### config.mk
export PLATFORM = sky130hd
export DESIGN_NAME = helper_axis_drain_pattern
export DESIGN_NICKNAME = d
export VERILOG_FILES = /design/src/rtl/helper_axis_pkg.sv /design/src/rtl/helper_ready_gen.sv /design/src/rtl/helper_axis_drain_pattern.sv
export SDC_FILE = /design/constraint.sdc
export NUM_CORES = 1
export LEC_CHECK = 0
export ABC_AREA = 1
export CAP_MARGIN = 20
export CORE_AREA = 2 2 112 114
export DETAILED_ROUTE_END_ITERATION = 8
export DIE_AREA = 0 0 114 116
export PLACE_DENSITY = 0.68
export SLEW_MARGIN = 25
export SYNTH_ARGS = -nofsm -noshare
export SYNTH_HDL_FRONTEND = slang
export SYNTH_SLANG_ARGS = --single-unit
### constraint.sdc
create_clock -name clk -period 2.2 [get_ports clk]
set_input_delay 0.44 -clock clk [delete_from_list [all_inputs] [get_ports clk]]
set_output_delay 0.44 -clock clk [all_outputs]
set_load 0.02 [all_outputs]
### src/rtl/helper_axis_pkg.sv
// Shared types for the AXIS bench helpers: drain modes, drain FSM states
// and the 16-bit Galois LFSR step used for random back-pressure.
package helper_axis_pkg;

  typedef enum logic [1:0] {
    ALWAYS = 2'd0,
    DUTY   = 2'd1,
    RANDOM = 2'd2
  } drain_mode_t;

  typedef enum logic [1:0] {
    IDLE   = 2'd0,
    ACTIVE = 2'd1,
    DONE   = 2'd2
  } drain_state_t;

  localparam logic [15:0] LFSR16_TAPS = 16'hB400;

  function automatic logic [15:0] lfsr16_step(
    input logic [15:0] s
  );
    return s[0] ? ((s >> 1) ^ LFSR16_TAPS)
                : (s >> 1);
  endfunction

endpackage

### src/rtl/helper_ready_gen.sv
// Registered gate pattern: always-on, ON/OFF duty cycle or LFSR random.
// Ports: clk, rst (async, high), advance (step pattern) -> gate_q.
module helper_ready_gen
  import helper_axis_pkg::*;
#(
  parameter int          MODE         = 0,
  parameter int          ON_CYCLES    = 4,
  parameter int          OFF_CYCLES   = 2,
  parameter int          READY_THRESH = 128,
  parameter logic [15:0] LFSR_SEED    = 16'hACE1
) (
  input  logic clk,
  input  logic rst,
  input  logic advance,
  output logic gate_q
);

  localparam drain_mode_t MD = drain_mode_t'(MODE);
  localparam int PERIOD = ON_CYCLES + OFF_CYCLES;
  localparam int PW = (PERIOD > 1) ? $clog2(PERIOD) : 1;

  logic [PW-1:0] phase_q;
  logic [PW-1:0] phase_n;
  logic [15:0]   lfsr_q;
  logic [15:0]   lfsr_n;

  // gate is a pure function of the pattern state it is registered with
  function automatic logic gate_of(
    input logic [PW-1:0] p,
    input logic [7:0]    s
  );
    logic g;
    g = 1'b1;
    unique case (1'b1)
      (MD == DUTY):
        g = (OFF_CYCLES == 0) ||
            (32'(p) < 32'(ON_CYCLES));
      (MD == RANDOM):
        g = {1'b0, s} < 9'(READY_THRESH);
      default:
        g = 1'b1;
    endcase
    return g;
  endfunction

  always_comb begin
    phase_n = phase_q;
    lfsr_n  = lfsr_q;
    if (advance) begin
      phase_n = (32'(phase_q) == 32'(PERIOD - 1))
              ? '0 : phase_q + 1'b1;
      lfsr_n  = lfsr16_step(lfsr_q);
    end
  end

  always_ff @(posedge clk or posedge rst) begin
    if (rst) begin
      phase_q <= '0;
      lfsr_q  <= LFSR_SEED;
      gate_q  <= gate_of('0, LFSR_SEED[7:0]);
    end else begin
      phase_q <= phase_n;
      lfsr_q  <= lfsr_n;
      gate_q  <= gate_of(phase_n, lfsr_n[7:0]);
    end
  end

endmodule

### src/rtl/helper_axis_drain_pattern.sv
// AXIS sink with patterned ready, beat/packet counters and done flag.
// Ports: clk, rst, enable, input_valid/data/last -> input_ready,
// beats_consumed, packets_consumed, done, data_error, error_count.
// HELPER_AXIS_DRAIN_CHECK_EN adds the incrementing payload check.
module helper_axis_drain_pattern
  import helper_axis_pkg::*;
#(
  parameter int          DATA_WIDTH     = 10,
  parameter int          COUNT_WIDTH    = 32,
  parameter int          MODE           = 0,
  parameter int          ON_CYCLES      = 4,
  parameter int          OFF_CYCLES     = 2,
  parameter int          READY_THRESH   = 128,
  parameter logic [15:0] LFSR_SEED      = 16'hACE1,
  parameter int          EXPECTED_BEATS = 0,
  parameter int          CHECK_START    = 0
) (
  input  logic                   clk,
  input  logic                   rst,
  input  logic                   enable,
  input  logic                   input_valid,
  input  logic [DATA_WIDTH-1:0]  input_data,
  input  logic                   input_last,
  output logic                   input_ready,
  output logic [COUNT_WIDTH-1:0] beats_consumed,
  output logic [COUNT_WIDTH-1:0] packets_consumed,
  output logic                   done,
  output logic                   data_error,
  output logic [COUNT_WIDTH-1:0] error_count
);

  localparam logic [COUNT_WIDTH-1:0] CMAX = '1;
  // a target beyond the counter range can never be reached
  localparam bit EB_OK = (EXPECTED_BEATS > 0) &&
    (longint'(EXPECTED_BEATS) <=
     ((64'd1 << COUNT_WIDTH) - 64'd1));

  drain_state_t           state_q;
  drain_state_t           state_n;
  logic                   gate_q;
  logic                   advance;
  logic                   hs;
  logic [COUNT_WIDTH-1:0] beats_q;
  logic [COUNT_WIDTH-1:0] beats_n;
  logic [COUNT_WIDTH-1:0] pkts_q;

  assign advance     = enable & (state_q == ACTIVE);
  assign input_ready = advance & gate_q;
  assign hs          = input_valid & input_ready;
  assign beats_n     = (beats_q == CMAX)
                     ? beats_q : beats_q + 1'b1;

  helper_ready_gen #(
    .MODE         (MODE),
    .ON_CYCLES    (ON_CYCLES),
    .OFF_CYCLES   (OFF_CYCLES),
    .READY_THRESH (READY_THRESH),
    .LFSR_SEED    (LFSR_SEED)
  ) u_gen (
    .clk     (clk),
    .rst     (rst),
    .advance (advance),
    .gate_q  (gate_q)
  );

  always_comb begin
    state_n = state_q;
    unique case (1'b1)
      (state_q == IDLE):
        if (enable) state_n = ACTIVE;
      (state_q == ACTIVE):
        if (hs && EB_OK &&
            beats_n == COUNT_WIDTH'(EXPECTED_BEATS))
          state_n = DONE;
      default:
        state_n = state_q;
    endcase
  end

  always_ff @(posedge clk or posedge rst) begin
    if (rst) state_q <= IDLE;
    else     state_q <= state_n;
  end

  always_ff @(posedge clk or posedge rst) begin
    if (rst) begin
      beats_q <= '0;
      pkts_q  <= '0;
    end else if (hs) begin
      beats_q <= beats_n;
      if (input_last && pkts_q != CMAX)
        pkts_q <= pkts_q + 1'b1;
    end
  end

  assign beats_consumed   = beats_q;
  assign packets_consumed = pkts_q;
  assign done             = (state_q == DONE);

`ifdef HELPER_AXIS_DRAIN_CHECK_EN
  logic [DATA_WIDTH-1:0]  exp_q;
  logic [COUNT_WIDTH-1:0] err_q;
  logic                   derr_q;

  // reference advances on every accepted beat, match or not
  always_ff @(posedge clk or posedge rst) begin
    if (rst) begin
      exp_q  <= DATA_WIDTH'(CHECK_START);
      err_q  <= '0;
      derr_q <= 1'b0;
    end else if (hs) begin
      exp_q <= exp_q + 1'b1;
      if (input_data != exp_q) begin
        derr_q <= 1'b1;
        if (err_q != CMAX) err_q <= err_q + 1'b1;
      end
    end
  end

  assign data_error  = derr_q;
  assign error_count = err_q;
`else
  logic unused_data;
  assign unused_data = (^input_data) ^ (CHECK_START != 0);
  assign data_error  = 1'b0;
  assign error_count = '0;
`endif

endmodule

# Yosys cells after proc, flatten, opt, wreduce, memory -nomap -nowiden
# Cells that the tools add are included.
# classes
add_sub_neg	2
n_eq_ne	2
n_bitwise	3
n_reduce_logical	5
# op_table
op	count
adder 32 x 1 -> 32 bit, second input constant	2
equality test 32 bit, second input constant	1
inequality test 32 bit, second input constant	1
AND reduction 2 bit	3
bitwise AND 1 bit	2
logical NOT 2 bit	1
logical AND 1 bit	1
inverter 1 bit	1
# word_totals
reg_bits	65
inputBits	15
output_inout_bits	99
wordCells	15

# Longest topological paths before layout
# logic_depth
word_depth	3
ltp_mapped	11
depth_no_buf	10

# By module
# A second synthesis with hierarchy kept.
# unflattened
hier_cells	713
area_unflattened_um2	4595.7
# by_module_without_submodules
mod	n_inst	cells_per_inst	area_per_inst_um2	seq_area_each_um2
helper_axis_drain_pattern	1	711	4584.4	1626.6
helper_ready_gen	1	2	11.3	0.0

# Least setup slack after synthesis
# No wires, ideal clock.
# synth_path
path_type	register -> register
from	register pkts_q[0] (netlist: packets_consumed[0])
to	register pkts_q[9] (netlist: packets_consumed[9])
setup_time_ps	117
t_arrival_ps	1634
t_required_ps	2083
slack_ps	449
stages_incl_launch_ff	12
n_path_buf	1
period_less_slack_ps	1751
path_cell_list	dfrtp_1 -> ha_1 -> nand2_1 -> nor2_4 -> nand2_4 -> nor2_8 -> nand2_4 -> nand2_4 -> nor2_4 -> buf_6 -> nand2_2 -> nand2_1
# synth_via
elab_chain_len	3
word_cells_on_any_way	4
classes_between	add/sub (1); eq/ne (1); reduce/logical (2)
# synth_rtl
item	line_no	text
from (decl)	helper_axis_drain_pattern.sv:45	logic [COUNT_WIDTH-1:0] pkts_q;
from (signal assigned)	helper_axis_drain_pattern.sv:92	pkts_q <= pkts_q + 1'b1;
branches (longest 3 deep; another with adder 32 x 1 -> 32 bit)	--	
# Several ways; the timed one is not identified.
# A chain may end at the register's enable or synchronous reset.

# Worst setup path after layout
# layout_path
from	input port enable
to	output port input_ready
# layout_via
elab_chain_len	1
# layout_rtl
item	line_no	text
from (decl)	helper_axis_drain_pattern.sv:20	input logic enable,
bitwise AND 1 bit	helper_axis_drain_pattern.sv:47	assign advance = enable & (state_q == ACTIVE);
to (decl)	helper_axis_drain_pattern.sv:24	output logic input_ready,
# Every way passes these cells.

==> qor.yml <==
synthesis:
  synthTopCellsByArea: "dfrtp_1 35%, nand2_1 24%, nor2_1 7.1%"
  synth_area_sq_um: 4670
  yosysTopAreaCell: "dfrtp_1"
  netlist.area_leader.share: 0.348
  ys_seq_area_frac: 0.348
  synth_warnings: 0
  syn_area_per_cell_sq_um: 6.70
  synth_cells: 697
  synth_cell_types: 28
  synth-seq-cells: 65
timing:
  min_period_over_period: 0.967
  rsz0062_at_grt: "no"
  skew_ps: 3.45
  min_period_ps: 2130
  setup_viol: 0
  drv_slew: 0
  hold_viol_final: 0
  layout_setup_ws_ps: 71.7
  hold_ws_ps: 483
  clock.fmax_mhz: 470
  tns_ps: 0
cells_and_area:
  fin_cells: 926
  areaGrowthSynthToFinish_pct: 23.1
  nFillCells: 1192
  fin_nets: 791
  final_common_cell: "nand2_1"
  layout-drive-gt1-share: 0.0809
  multi_input_area_sq_um: 2620
  diodes: 0
  most-common-layout-cells: "302 x nand2_1, 88 x nor2_1, 69 x clkdlybuf4s50_1"
  register_area_sq_um: 1630
clock_network:
  root_buffer: "clkbuf_16"
  clockBufferDepth: 2
  clk_pin_slew_ps: 50
  post_cts_resized: 0
  cts_made_buffers: 9
  htreeDepth: 3
  postCtsSetupRepairBufs: 0
  hold_buffers: 0
  cts_tree: "yes"
  cts.sinks: 65
  clk_latency_ps: 330
floorplanning:
  io_pins: 114
  die_area_sq_um: 13200
  core_sq_um: 11900
  initial_utilization: 0.392
  die_w_um: 114
  die_h_um: 116
  rows: 40
global_routing:
  grt_first_pass_wirelength_mm: 18.7
  grt_usage: 0.180
  grt_overflow: 0
  antenna_found_initial: 0
  grt_pass1_vias: 3696
  grt_max_degree: 66
min_path:
  hold_path_class: "input pin to asynchronous set/reset pin"
power:
  leakagePower_uw: 0.00278
  finalPower_uw: 3290
  p_per_area_nw_per_um2: 572
  vdd_drop_max_mv: 0.388
placement:
  gp_congestion: 0.911
  place_ws_ps: 60.2
  dp.cells: 910
  hpwlAfterDp_mm: 8.41
  numPortBuffers: 69
outcome:
  outcome: "finished, final reports clean"
routing:
  detail_route.iter0.violations: 321
  first_pass_iters: 5
  routed_wl_mm: 11.5
  vias_per_cell: 4.71
  drc_errors: 0
  ant_nets: 0
  vias: 4361
  wire_per_inst_um: 12.5
critical_path:
  worstPathArrival_ps: 1690
  crit_type: "input pin to primary output"
  cp_max_fo: 3
  cp-start-kind: "input pin"
  crit_path_end_kind: "primary output"
  worstPathRequired_ps: 1760
job:
  drv_cap: 0
[cell type report]
cell class / instances / area share
Sequential cell: 65 / 0.283
Clock buffer: 14 / 0.0494
Clock inverter: 2 / 0.00174
Multi-Input combinational cell: 563 / 0.455
Inverter: 56 / 0.0366
Timing Repair Buffer: 79 / 0.142
Tap cell: 147 / 0.0320
[per-stage QoR]
stage / utilization / instance area (sq um)
6_report: 0.483 / 5750
3_3_place_gp: 0.458 / 5450
4_1_cts: 0.483 / 5750
3_5_place_dp: 0.458 / 5450
2_1_floorplan: - / 4790
5_1_grt: 0.483 / 5750
[state kept, by name, summed over array words and instances (netlist names)]
name	count
state_q	1
packets_consumed	32
beats_consumed	32
[cells by family after synthesis]
kind of cell	Yosys count	synth area share
AND/OR/NAND/NOR	489	0.465
other	1	0.000803
buffers and inverters	102	0.118
XOR/XNOR	27	0.0506
AO/OA/AOI/OAI	11	0.0126
flip-flops	65	0.348
adder cells (fa/ha/maj)	2	0.00536
[cells in the mapped netlist (all sizes together)]
| library cell | count |
|---|---|
| buf | 46 |
| inv | 56 |
| nor3 | 2 |
| a21oi | 1 |
| nand3b | 24 |
| nand4 | 15 |
| conb | 1 |
| dfrtp | 65 |
| o21ai | 10 |
| xor2 | 21 |
| nand3 | 25 |
| or2 | 1 |
| nand2 | 321 |
| ha | 2 |
| xnor2 | 6 |
| nor2 | 101 |
[path summary, 6_finish.rpt]
kind / start / to / cells past startpoint / slack [ps]
max: enable / input_ready / 4 / 70
min: rst / beats_consumed[25]$_DFFE_PP0P_ / 3 / 480
max reg2reg: packets_consumed[0]$_DFFE_PP0P_ / packets_consumed[31]$_DFFE_PP0P_ / 10 / 360
min reg2reg: state_q[0]$_DFFE_PP0P_ / state_q[0]$_DFFE_PP0P_ / 1 / 490
max in group asynchronous: rst / beats_consumed[13]$_DFFE_PP0P_ / 3 / 1380
min in group clk: state_q[0]$_DFFE_PP0P_ / state_q[0]$_DFFE_PP0P_ / 1 / 490
[report_power, final]
group	internal [uW]	leakage, uW	switching (uW)	total [uW]
clock	882	0.000149	516	1400
sequential	1260	0.000893	87.4	1350
combinational	217	0.00174	326	543
total	2360	0.00278	929	3290
[critical path: stages]
cell and delay, ps:
clkdlybuf4s50_1 490, nand2_1 100, inv_1 60, clkdlybuf4s50_1 590
[layer usage]
layer	vias up	GRT usage	part of all wire	wire length (um)
met4	0	0.0707	0.015	172
met2	130	0.255	0.43	4940
met5	-	0	0	0
met1	1990	0.274	0.50	5820
met3	14	0.0262	0.053	611
li1	2227	-	-	-
(Power assumes the default switching activity.)
